==> src/rtl/ram_bus_mux.sv <==
// rtl/ram_bus_mux.sv - phi0 time-multiplexer of the system RAM between VIC-II fetches and 6510 accesses
// Phase 1 is always a VIC read; phase 2 goes to the CPU unless aec lets the VIC steal it.
module ram_bus_mux #(
  parameter int ADDR_WIDTH   = 16,
  parameter int DATA_WIDTH   = 8,
  parameter int PHASE_CYCLES = 4
) (
  input  logic                  clk,
  input  logic                  reset,
  output logic                  phi0,
  input  logic [ADDR_WIDTH-1:0] vic_a,
  input  logic                  vic_aec,
  output logic [DATA_WIDTH-1:0] vic_do,
  output logic                  vic_valid,
  input  logic                  cpu_req,
  input  logic                  cpu_we,
  input  logic [ADDR_WIDTH-1:0] cpu_a,
  input  logic [DATA_WIDTH-1:0] cpu_di,
  output logic [DATA_WIDTH-1:0] cpu_do,
  output logic                  cpu_done,
  output logic                  ram_enable,
  output logic                  ram_we,
  output logic [ADDR_WIDTH-1:0] ram_a,
  output logic [DATA_WIDTH-1:0] ram_di,
  input  logic [DATA_WIDTH-1:0] ram_do
);

  localparam int CW = $clog2(2 * PHASE_CYCLES);
  localparam logic [CW-1:0] CNT_LAST  = CW'(2 * PHASE_CYCLES - 1);
  localparam logic [CW-1:0] CNT_PH2   = CW'(PHASE_CYCLES);
  localparam logic [CW-1:0] CNT_CAP1  = CW'(2);
  localparam logic [CW-1:0] CNT_CAP2  = CW'(PHASE_CYCLES + 2);

  typedef enum logic [1:0] {
    OWN_IDLE,
    OWN_VIC,
    OWN_CPU
  } owner_t;

  owner_t        owner;
  logic          owner_we;
  logic [CW-1:0] cnt;
  logic [CW-1:0] cnt_next;

  assign cnt_next = (cnt == CNT_LAST) ? '0 : cnt + CW'(1);

  always_ff @(posedge clk or posedge reset) begin
    if (reset) begin
      cnt        <= '0;
      phi0       <= 1'b0;
      owner      <= OWN_IDLE;
      owner_we   <= 1'b0;
      ram_enable <= 1'b0;
      ram_we     <= 1'b0;
      ram_a      <= '0;
      ram_di     <= '0;
      vic_do     <= '0;
      vic_valid  <= 1'b0;
      cpu_do     <= '0;
      cpu_done   <= 1'b0;
    end else begin
      cnt        <= cnt_next;
      phi0       <= (cnt_next >= CNT_PH2);
      ram_enable <= 1'b0;
      ram_we     <= 1'b0;
      vic_valid  <= 1'b0;
      cpu_done   <= 1'b0;

      if (cnt == '0) begin
        owner      <= OWN_VIC;
        owner_we   <= 1'b0;
        ram_enable <= 1'b1;
        ram_a      <= vic_a;
        ram_di     <= '0;
      end else if (cnt == CNT_PH2) begin
        if (!vic_aec) begin
          owner      <= OWN_VIC;
          owner_we   <= 1'b0;
          ram_enable <= 1'b1;
          ram_a      <= vic_a;
          ram_di     <= '0;
        end else if (cpu_req) begin
          owner      <= OWN_CPU;
          owner_we   <= cpu_we;
          ram_enable <= 1'b1;
          ram_we     <= cpu_we;
          ram_a      <= cpu_a;
          ram_di     <= cpu_we ? cpu_di : '0;
        end else begin
          owner    <= OWN_IDLE;
          owner_we <= 1'b0;
        end
      end else if (cnt == CNT_CAP1 || cnt == CNT_CAP2) begin
        // The RAM's registered output is valid one cycle after the enable cycle.
        case (owner)
          OWN_VIC: begin
            vic_do    <= ram_do;
            vic_valid <= 1'b1;
          end
          OWN_CPU: begin
            if (!owner_we) cpu_do <= ram_do;
            cpu_done <= 1'b1;
          end
          default: ;
        endcase
        owner <= OWN_IDLE;
      end
    end
  end

endmodule

==> config.mk <==
export PLATFORM = sky130hd
export DESIGN_NAME = ram_bus_mux
export DESIGN_NICKNAME = d
export VERILOG_FILES = /design/src/rtl/ram_bus_mux.sv
export SDC_FILE = /design/constraint.sdc
export NUM_CORES = 1
export LEC_CHECK = 0
export ABC_AREA = 1
export CORE_UTILIZATION = 43
export DETAILED_ROUTE_END_ITERATION = 16
export PLACE_DENSITY = 0.8
export SYNTH_ARGS = -nofsm -noshare
export SYNTH_HDL_FRONTEND = slang
export SYNTH_SLANG_ARGS = --single-unit
==> constraint.sdc <==
create_clock -name clk -period 1.9 [get_ports clk]
set_input_delay 0.57 -clock clk [delete_from_list [all_inputs] [get_ports clk]]
set_output_delay 0.57 -clock clk [all_outputs]
set_load 0.02 [all_outputs]
After elaboration in Yosys (flattened, before gate mapping)
Cells that the tools add are included.
W data, S select, Z words.
{"block": "classes", "magnitude_cmp": 1, "n_mux": 33, "n_bitwise": 3, "reduce_logical": 7, "n_addsub": 1, "eq_ne": 7}
{"operator": "$mux W16", "count": 4}
{"operator": "$mux W8", "count": 5}
{"operator": "$mux W1", "count": 18}
{"operator": "$mux W2", "count": 5}
{"operator": "$eq A3 B3 Y1 const B", "count": 3}
{"operator": "$reduce_and A5 Y1", "count": 1}
{"operator": "$reduce_and A4 Y1", "count": 1}
{"operator": "$add A3 B1 Y3 const B", "count": 1}
{"operator": "$eq A3 B2 Y1 const B", "count": 1}
{"operator": "$ge A3 B3 Y1 const B", "count": 1}
{"operator": "$logic_not A3 Y1", "count": 1}
{"operator": "$mux W3", "count": 1}
{"operator": "$ne A3 B1 Y1 const B", "count": 1}
{"operator": "$not A1 Y1", "count": 3}
{"operator": "$reduce_bool A3 Y1", "count": 1}
{"operator": "$eq A2 B1 Y1 const B", "count": 1}
{"operator": "$eq A2 B2 Y1 const B", "count": 1}
{"operator": "$reduce_and A2 Y1", "count": 1}
{"operator": "$reduce_bool A2 Y1", "count": 1}
{"operator": "$logic_or A1 B1 Y1", "count": 1}
{"block": "word_totals", "word_cells": 64, "input_bits": 53, "out_inout_bits": 45, "ff_bits": 51}

Logic depth before layout (Yosys ltp)
Gate-level depths: netlist of the first run.
{"block": "logic_depth", "ltp_word": 5, "depth_mapped": 9, "mapped_depth_nobuf": 7}

Worst setup path before layout of the first run
No wires, ideal clock.
{"block": "synth_path", "kind": "register -> register", "from": "register cnt[0]", "to": "register ram_a[0]", "n_path_buf": 3, "path_slack_ps": 541, "t_required_ps": 1783, "synth_period_minus_slack_ps": 1359, "arrival_ps": 1243, "path_stages_with_launch": 10, "setup_time_ps": 117, "cell_sequence": "dfrtp_1 inv_1 ha_1 buf_6 nand2_1 nand2_2 buf_6 buf_12 nand3_2 nand2_1"}
{"block": "synth_between", "elab_chain_len": 3, "word_cells_on_any_way": 6, "cone_classes": "eq/ne: 2; mux: 1; reduce/logical: 3"}
{"element": "start: declaration", "line": "42", "text": "logic [CW-1:0] cnt;"}
{"element": "start signal: assignment", "line": "62", "text": "cnt <= cnt_next;"}
{"element": "$logic_not A3 Y1 or $eq A3 B3 Y1 (tied branches)", "line": "69, 75"}
{"element": "$ne A3 B1 Y1 (no source line) or $reduce_bool A2 Y1 (tied branches)"}
{"element": "$reduce_and A2 Y1 (no source line)"}
{"element": "end signal: assignment", "line": "73", "text": "ram_a <= vic_a;"}
{"element": "end signal: assignment", "line": "80", "text": "ram_a <= vic_a;"}
{"element": "end signal: assignment", "line": "87", "text": "ram_a <= cpu_a;"}
{"element": "end: declaration", "line": "23", "text": "output logic [ADDR_WIDTH-1:0] ram_a,"}
Several ways; a longest one is shown, not always the timed one.
A chain may end at the register's enable or synchronous reset.

Worst setup path in the final report of the first run
{"block": "layout_path", "from": "register ram_di[1]", "to": "output ram_di[1]"}
{"element": "start: declaration", "line": "24", "text": "output logic [DATA_WIDTH-1:0] ram_di,"}
{"element": "start signal: assignment", "line": "88", "text": "ram_di <= cpu_we ? cpu_di : '0;"}
No word-level cell between the ends.

==> results.md, run 1 <==
* Final setup viols at 0
* GPL Wtd Cong at 0.7605
* Layout net count at 441
* Worst VDD drop at 435.4 µV
* Chip Height at 76.26 µm
* Die width at 76.26 µm
* Crit-path max FO at 2
* Tmin final at 1.850 ns
* Mapped cell area at 2371 µm²
* Max-slew headroom at 73.58%
* Worst EP required at 1.33 ns
* Worst skew pair latency at 0.30 ns
* Crit path kind: flip-flop to output port
* P&R area growth vs syn at 49.71%
* Worst-path clk slew at 0.08 ns
* Post-synth EDFFs at 0
* Leak at 1.835 nW
* Core Box Area at 5205 µm²
* Number of antenna violations at the first check in global routing at 0
* Most frequent cell after synthesis: nand2_1
* First-pass GRT wire length at 9777 µm
* Number of remaining DRC errors at 0
* DP Worst Slack at 0.08860 ns
* Dominant synthesized flop cell: dfrtp_1
* Hold_ws at 0.4691 ns
* Root Driver: clkbuf_8
* F_max at 540.5 MHz
* Share of post-route cells with drive strength above 1 at 10.13%
* Hold Vio Cnt, Final at 0
* DP Cell Count at 447
* Fin. max-slew vios at 0
* Status: completed
* Crit path DAT at 1.28 ns
* Total Power at 2.303 mW
* Most frequent cells after synthesis: nand2_1, dfrtp_1, inv_1
* # diodes at 0
* Vias in the first global route at 2137
* Yosys cell types at 19
* Vias at 2105
* Die Area at 5815 µm²
* CP Capture Type: output port
* Detailed Route WL at 5752 µm
* Post-detail-place hpwl at 4307 µm
* First DRT Iteration DRCs at 124
* Hold Path Class: flip-flop to flip-flop
* R2R Setup Slk at 0.30 ns
* Average wire per standard cell at 12.64 µm
* Critical Path Start Type: flip-flop
* Initial Util at 45.55%
* Tcrit/Tclk final at 97.37%
* CTS Buf Count at 5
* Ports at 98
* Max clock buf depth at 2
* GR Overflow Total at 0
* H-tree levels at 2
* CTS tree: done
* Yosys top cell by area: dfrtp_1
* Largest net degree at the start of global routing at 51
* Mean area per synthesized cell at 8.438 µm²
* Max cap viols at 0
* RSZ-0062 raised after global routing: no
* GRT Overall Usage at 21.34%
* Synthesis Warnings at 0
* Least-Margin Pin Slew at 0.3963 ns
* Drt first pass iters at 4
* TritonCTS Sinks at 50
* Synth async-reset ratio at 100.0%
* Final worst slack at 0.05003 ns
* Mapped Cells at 281
* Std-Cell Rows at 26
* Setup TNS Final at 0 ns
* Cts hold-fix bufs at 0
* Post-CTS setup buffer count at 0
* Max incr delay on CP at 0.61 ns
* Vias per std cell at 4.626
* Clk_skew at 0.003696 ns
* Post-synthesis sequential area ratio at 52.77%
* Cell Chain, Critical Path: clkdlybuf4s50_1
* Worst Path Buf+Inv at 1
* Top cell family by delay on the critical path: buffers and inverters
* CTS-repair resized insts at 0
* Seq cells post-synth at 50
* Synth top area share at 52.77%
* ANT nets after route at 0
* Non-filler instance count after layout at 455
* Critical-path top delay cell: clkdlybuf4s50_1
* Dominant cells by area after synthesis: dfrtp_1, nand2_1, inv_1
* Power Dens Cells at 648.8 nW/µm²
* I/O Buffers at 97
* Net Count, Synth at 338
[sequential cells by signal (all words and copies together) (netlist names)]
name / cells
cnt: 3
ram_di: 8
ram_we: 1
ram_enable: 1
owner_we: 1
vic_valid: 1
vic_do: 8
cpu_do: 8
ram_a: 16
cpu_done: 1
owner: 2
[cell families after synthesis]
kind of cell / synth area share [%]
AND/OR/NAND/NOR: 32.03
buffers and inverters: 10.66
flip-flops: 52.77
adder cells (fa/ha/maj): 2.111
AO/OA/AOI/OAI: 2.427
[metal layers]
metal / track usage [%] / part of all wire, %
met5: 0 / 0
met4: 5.769 / 1.0
met3: 6.707 / 7.3
met2: 35.68 / 49
met1: 26.63 / 43
[power breakdown]
part / internal, mW / switching (mW)
logic: 0.234 / 0.204
registers: 1.12 / 0.0283
clock network: 0.394 / 0.323
total: 1.75 / 0.555
[final timing paths]
path / from / to / depth (start not counted)
worst max-delay path: ram_di[1] / ram_di[1] / 1
worst min-delay path: cnt[0] / cnt[0] / 1
worst max register to register: cnt[0] / ram_a[6] / 7
worst min register to register: cnt[0] / cnt[0] / 1
max in group asynchronous: reset / ram_a[12] / 3
min in group asynchronous: reset / owner_we / 3
[layout make-up]
class	count	area (µm²)
multi-input cells	179	867.1
clock buffers	7	76.32
repair buffers	105	1076
flip-flops and latches	50	1251
clock inverters	1	30.03
well taps	70	87.58
fillers	422	1655
inverters	43	161.4
[placed cells by master (no fill, tap or decap), drive strengths merged]
cell / instances
nand2: 120
clkdlybuf4s50: 94
dfrtp: 50
inv: 43
nand3: 36
o21ai: 9
buf: 8
clkbuf: 7
nor2: 6
ha: 4
dlymetal6s2s: 3
o22ai: 2
nand4: 1
or2: 1
bufinv: 1
[through the flow]
step / util, % / cell area (µm²)
global placement: 66.01 / 3436
finish: 68.20 / 3550
floorplan: - / 2371
detailed placement: 66.01 / 3436
global route: 68.20 / 3550
CTS: 68.05 / 3542
No activity file was read; power rests on OpenSTA's default activity.
==> inputs of run 2 (changes only) <==
--- a/config.mk
+++ b/config.mk
@@ -6,9 +6,10 @@
 export NUM_CORES = 1
 export LEC_CHECK = 0
 export ABC_AREA = 1
-export CORE_UTILIZATION = 43
+export CORE_MARGIN = 2
+export CORE_UTILIZATION = 46
 export DETAILED_ROUTE_END_ITERATION = 16
-export PLACE_DENSITY = 0.8
+export PLACE_DENSITY = 0.85
 export SYNTH_ARGS = -nofsm -noshare
 export SYNTH_HDL_FRONTEND = slang
 export SYNTH_SLANG_ARGS = --single-unit
==> constraint.sdc (replaced) <==
create_clock -name clk -period 2.3 [get_ports clk]
set_input_delay 0.69 -clock clk [delete_from_list [all_inputs] [get_ports clk]]
set_output_delay 0.69 -clock clk [all_outputs]
set_load 0.02 [all_outputs]
==> results.md, run 2 (synthesis gave the netlist of run 1 again) <==
* Reg power frac at 49.6% (-0.2 points)
* Post-detail-place hpwl at 4186 µm (-2.8%)
* Hold EP: cnt[0]
* Power Dens Cells at 549.9 nW/µm² (-15%)
* Final worst slack at 0.1232 ns (+0.07316 ns)
* Vias at 2077 (-1.3%)
* F_max at 459.4 MHz
* Crit path kind: flip-flop to output port
* Total Power at 1.917 mW (-17%)
* Detailed Route WL at 5562 µm (-3.3%)
* FF-to-FF path depth at 7 (unchanged)
* CTS-repair resized insts at 0 (unchanged)
* GRT Overall Usage at 20.96% (-0.38 points)
* Layout net count at 436 (-1.1%)
* Biggest register: ram_a
* I/O Buffers at 97 (unchanged)
* # diodes at 0 (unchanged)
* Root Driver: clkbuf_8
* Leak at 1.753 nW (-4.5%)
* R2R Setup Slk at 0.56 ns (+0.26 ns)
* Clock power frac at 31.9% (+0.8 points)
* Hold Path Class: flip-flop to flip-flop
* Worst hold path stage count at 1 (unchanged)
* H-tree levels at 2 (unchanged)
* CTS Buf Count at 5 (unchanged)
* Final setup viols at 0 (unchanged)
* Crit-path max FO at 5 (+3)
* Largest net degree at the start of global routing at 51 (unchanged)
* Hold Vio Cnt, Final at 0 (unchanged)
* Combinational fraction of design power at 18.5% (-0.5 points)
* ANT nets after route at 0 (unchanged)
* Ports at 98 (unchanged)
* Most frequent cells in the layout: nand2_1, clkdlybuf4s50_1, dfrtp_1
* Critical Path Start Type: flip-flop
* Post-CTS setup buffer count at 0 (unchanged)
* Die Area at 5745 µm² (-1.2%)
* Worst VDD drop at 431.3 µV (-0.94%)
* Std-Cell Rows at 26 (unchanged)
* Setup TNS Final at 0 ns (unchanged)
* Max reg flops at 16 (unchanged)
* GR Overflow Total at 0 (unchanged)
* P&R area growth vs syn at 47.07%
* Fill count at 396 (-6.2%)
* Chip Height at 75.80 µm (-0.60%)
* Switching power share of the total at 24.93% (+0.81 points)
* Share of post-route cells with drive strength above 1 at 9.474% (-0.66 points)
* Cts hold-fix bufs at 0 (unchanged)
* Number of remaining DRC errors at 0 (unchanged)
* RSZ-0062 raised after global routing: no
* Initial Util at 47.02% (+1.5 points)
* GPL Wtd Cong at 0.7510 (-1.2%)
* Cell Chain, Critical Path: clkdlybuf4s50_1
* Reg-to-reg endpoint: ram_a[7]
* Register area at 1251 µm² (unchanged)
* Vias in the first global route at 2064 (-3.4%)
* Drt first pass iters at 4 (unchanged)
* Fin. max-slew vios at 0 (unchanged)
* CTS tree: done
* Tcrit/Tclk final at 94.64%
* Status: completed
* TritonCTS Sinks at 50 (unchanged)
* DP Worst Slack at 0.2416 ns (+0.1530 ns)
* Max-slew headroom at 74.22% (+0.64 points)
* CP Capture Type: output port
* Die width at 75.80 µm (-0.60%)
* Worst Path Buf+Inv at 1 (unchanged)
* Psw at 0.4780 mW (-14%)
* Worst EP required at 1.61 ns (+0.28 ns)
* Hold_sp: cnt[0]
* Critical-path top delay cell: clkdlybuf4s50_1
* Clk_skew at 0.004039 ns (+0.0003434 ns)
* Max cap viols at 0 (unchanged)
* Worst-path clk slew at 0.09 ns (about the same)
* Worst skew pair latency at 0.30 ns (about the same)
* Core Util, Final at 69.16% (+0.96 points)
* Area of the multi-input gates at 867.1 µm² (unchanged)
* Tmin final at 2.177 ns
* Crit path depth at 1 (unchanged)
* First DRT Iteration DRCs at 97 (-22%)
* Number of antenna violations at the first check in global routing at 0 (unchanged)
* Core Box Area at 5042 µm² (-3.1%)
* Int Pwr at 1.439 mW (-18%)
* Max incr delay on CP at 0.67 ns (+0.06 ns)
* Most common cell after layout, fill and taps aside: nand2_1
* RR Startpoint: cnt[0]
* Vias per std cell at 4.616 (-0.23%)
* First-pass GRT wire length at 9052 µm (-7.4%)
* Max clock buf depth at 2 (unchanged)
* Least-Margin Pin Slew at 0.3862 ns (-0.01018 ns)
* Average wire per standard cell at 12.36 µm (-2.2%)
* Crit path DAT at 1.49 ns (+0.21 ns)
* Top cell family by delay on the critical path: buffers and inverters
[run 2: metrics by stage]
stage,hold WS [ns],area [µm²],instances
3_5_place_dp,0.4577,3373,442
4_1_cts,0.4678,3487,450
6_report,0.4654,3487,450
2_1_floorplan,0.4279,2371,281
5_1_grt,0.4952,3487,450
3_3_place_gp,0.4407,3373,442
[run 2: layout make-up]
type / count / share of cell area (%)
Multi-Input combinational cell: 179 / 24.87
Tap cell: 70 / 2.512
Clock inverter: 3 / 1.292
Sequential cell: 50 / 35.88
Inverter: 43 / 4.629
Timing Repair Buffer: 100 / 28.85
Clock buffer: 5 / 1.973
[run 2: how the worst max path moves through the flow]
stage / slack, ns / end / from
after CTS: 0.11 / phi0 / cnt[2]
after global routing: 0.06 / phi0 / cnt[2]
final: 0.12 / phi0 / cnt[2]
after floorplan: 0.41 / cnt[0] / reset
after detailed placement: 0.24 / ram_a[15] / vic_aec
after global placement: 0.31 / ram_a[4] / vic_aec
[run 2: per-layer routing]
metal,up-vias,GRT usage (%),share of wire (%)
li1,1050,-,-
met1,952,23.92,41
met2,65,37.16,50
met3,10,5.820,7.8
met4,0,7.992,1.6
met5,-,0,0
[run 2: power groups by stage]
stage               clock [mW]  combinational (mW)  sequential (mW)
floorplan                    0              0.0869             1.02
global placement             0               0.352            0.967
detailed placement           0               0.358            0.967
CTS                      0.628               0.360            0.952
global route             0.671               0.390            0.957
finish                   0.612               0.355            0.951
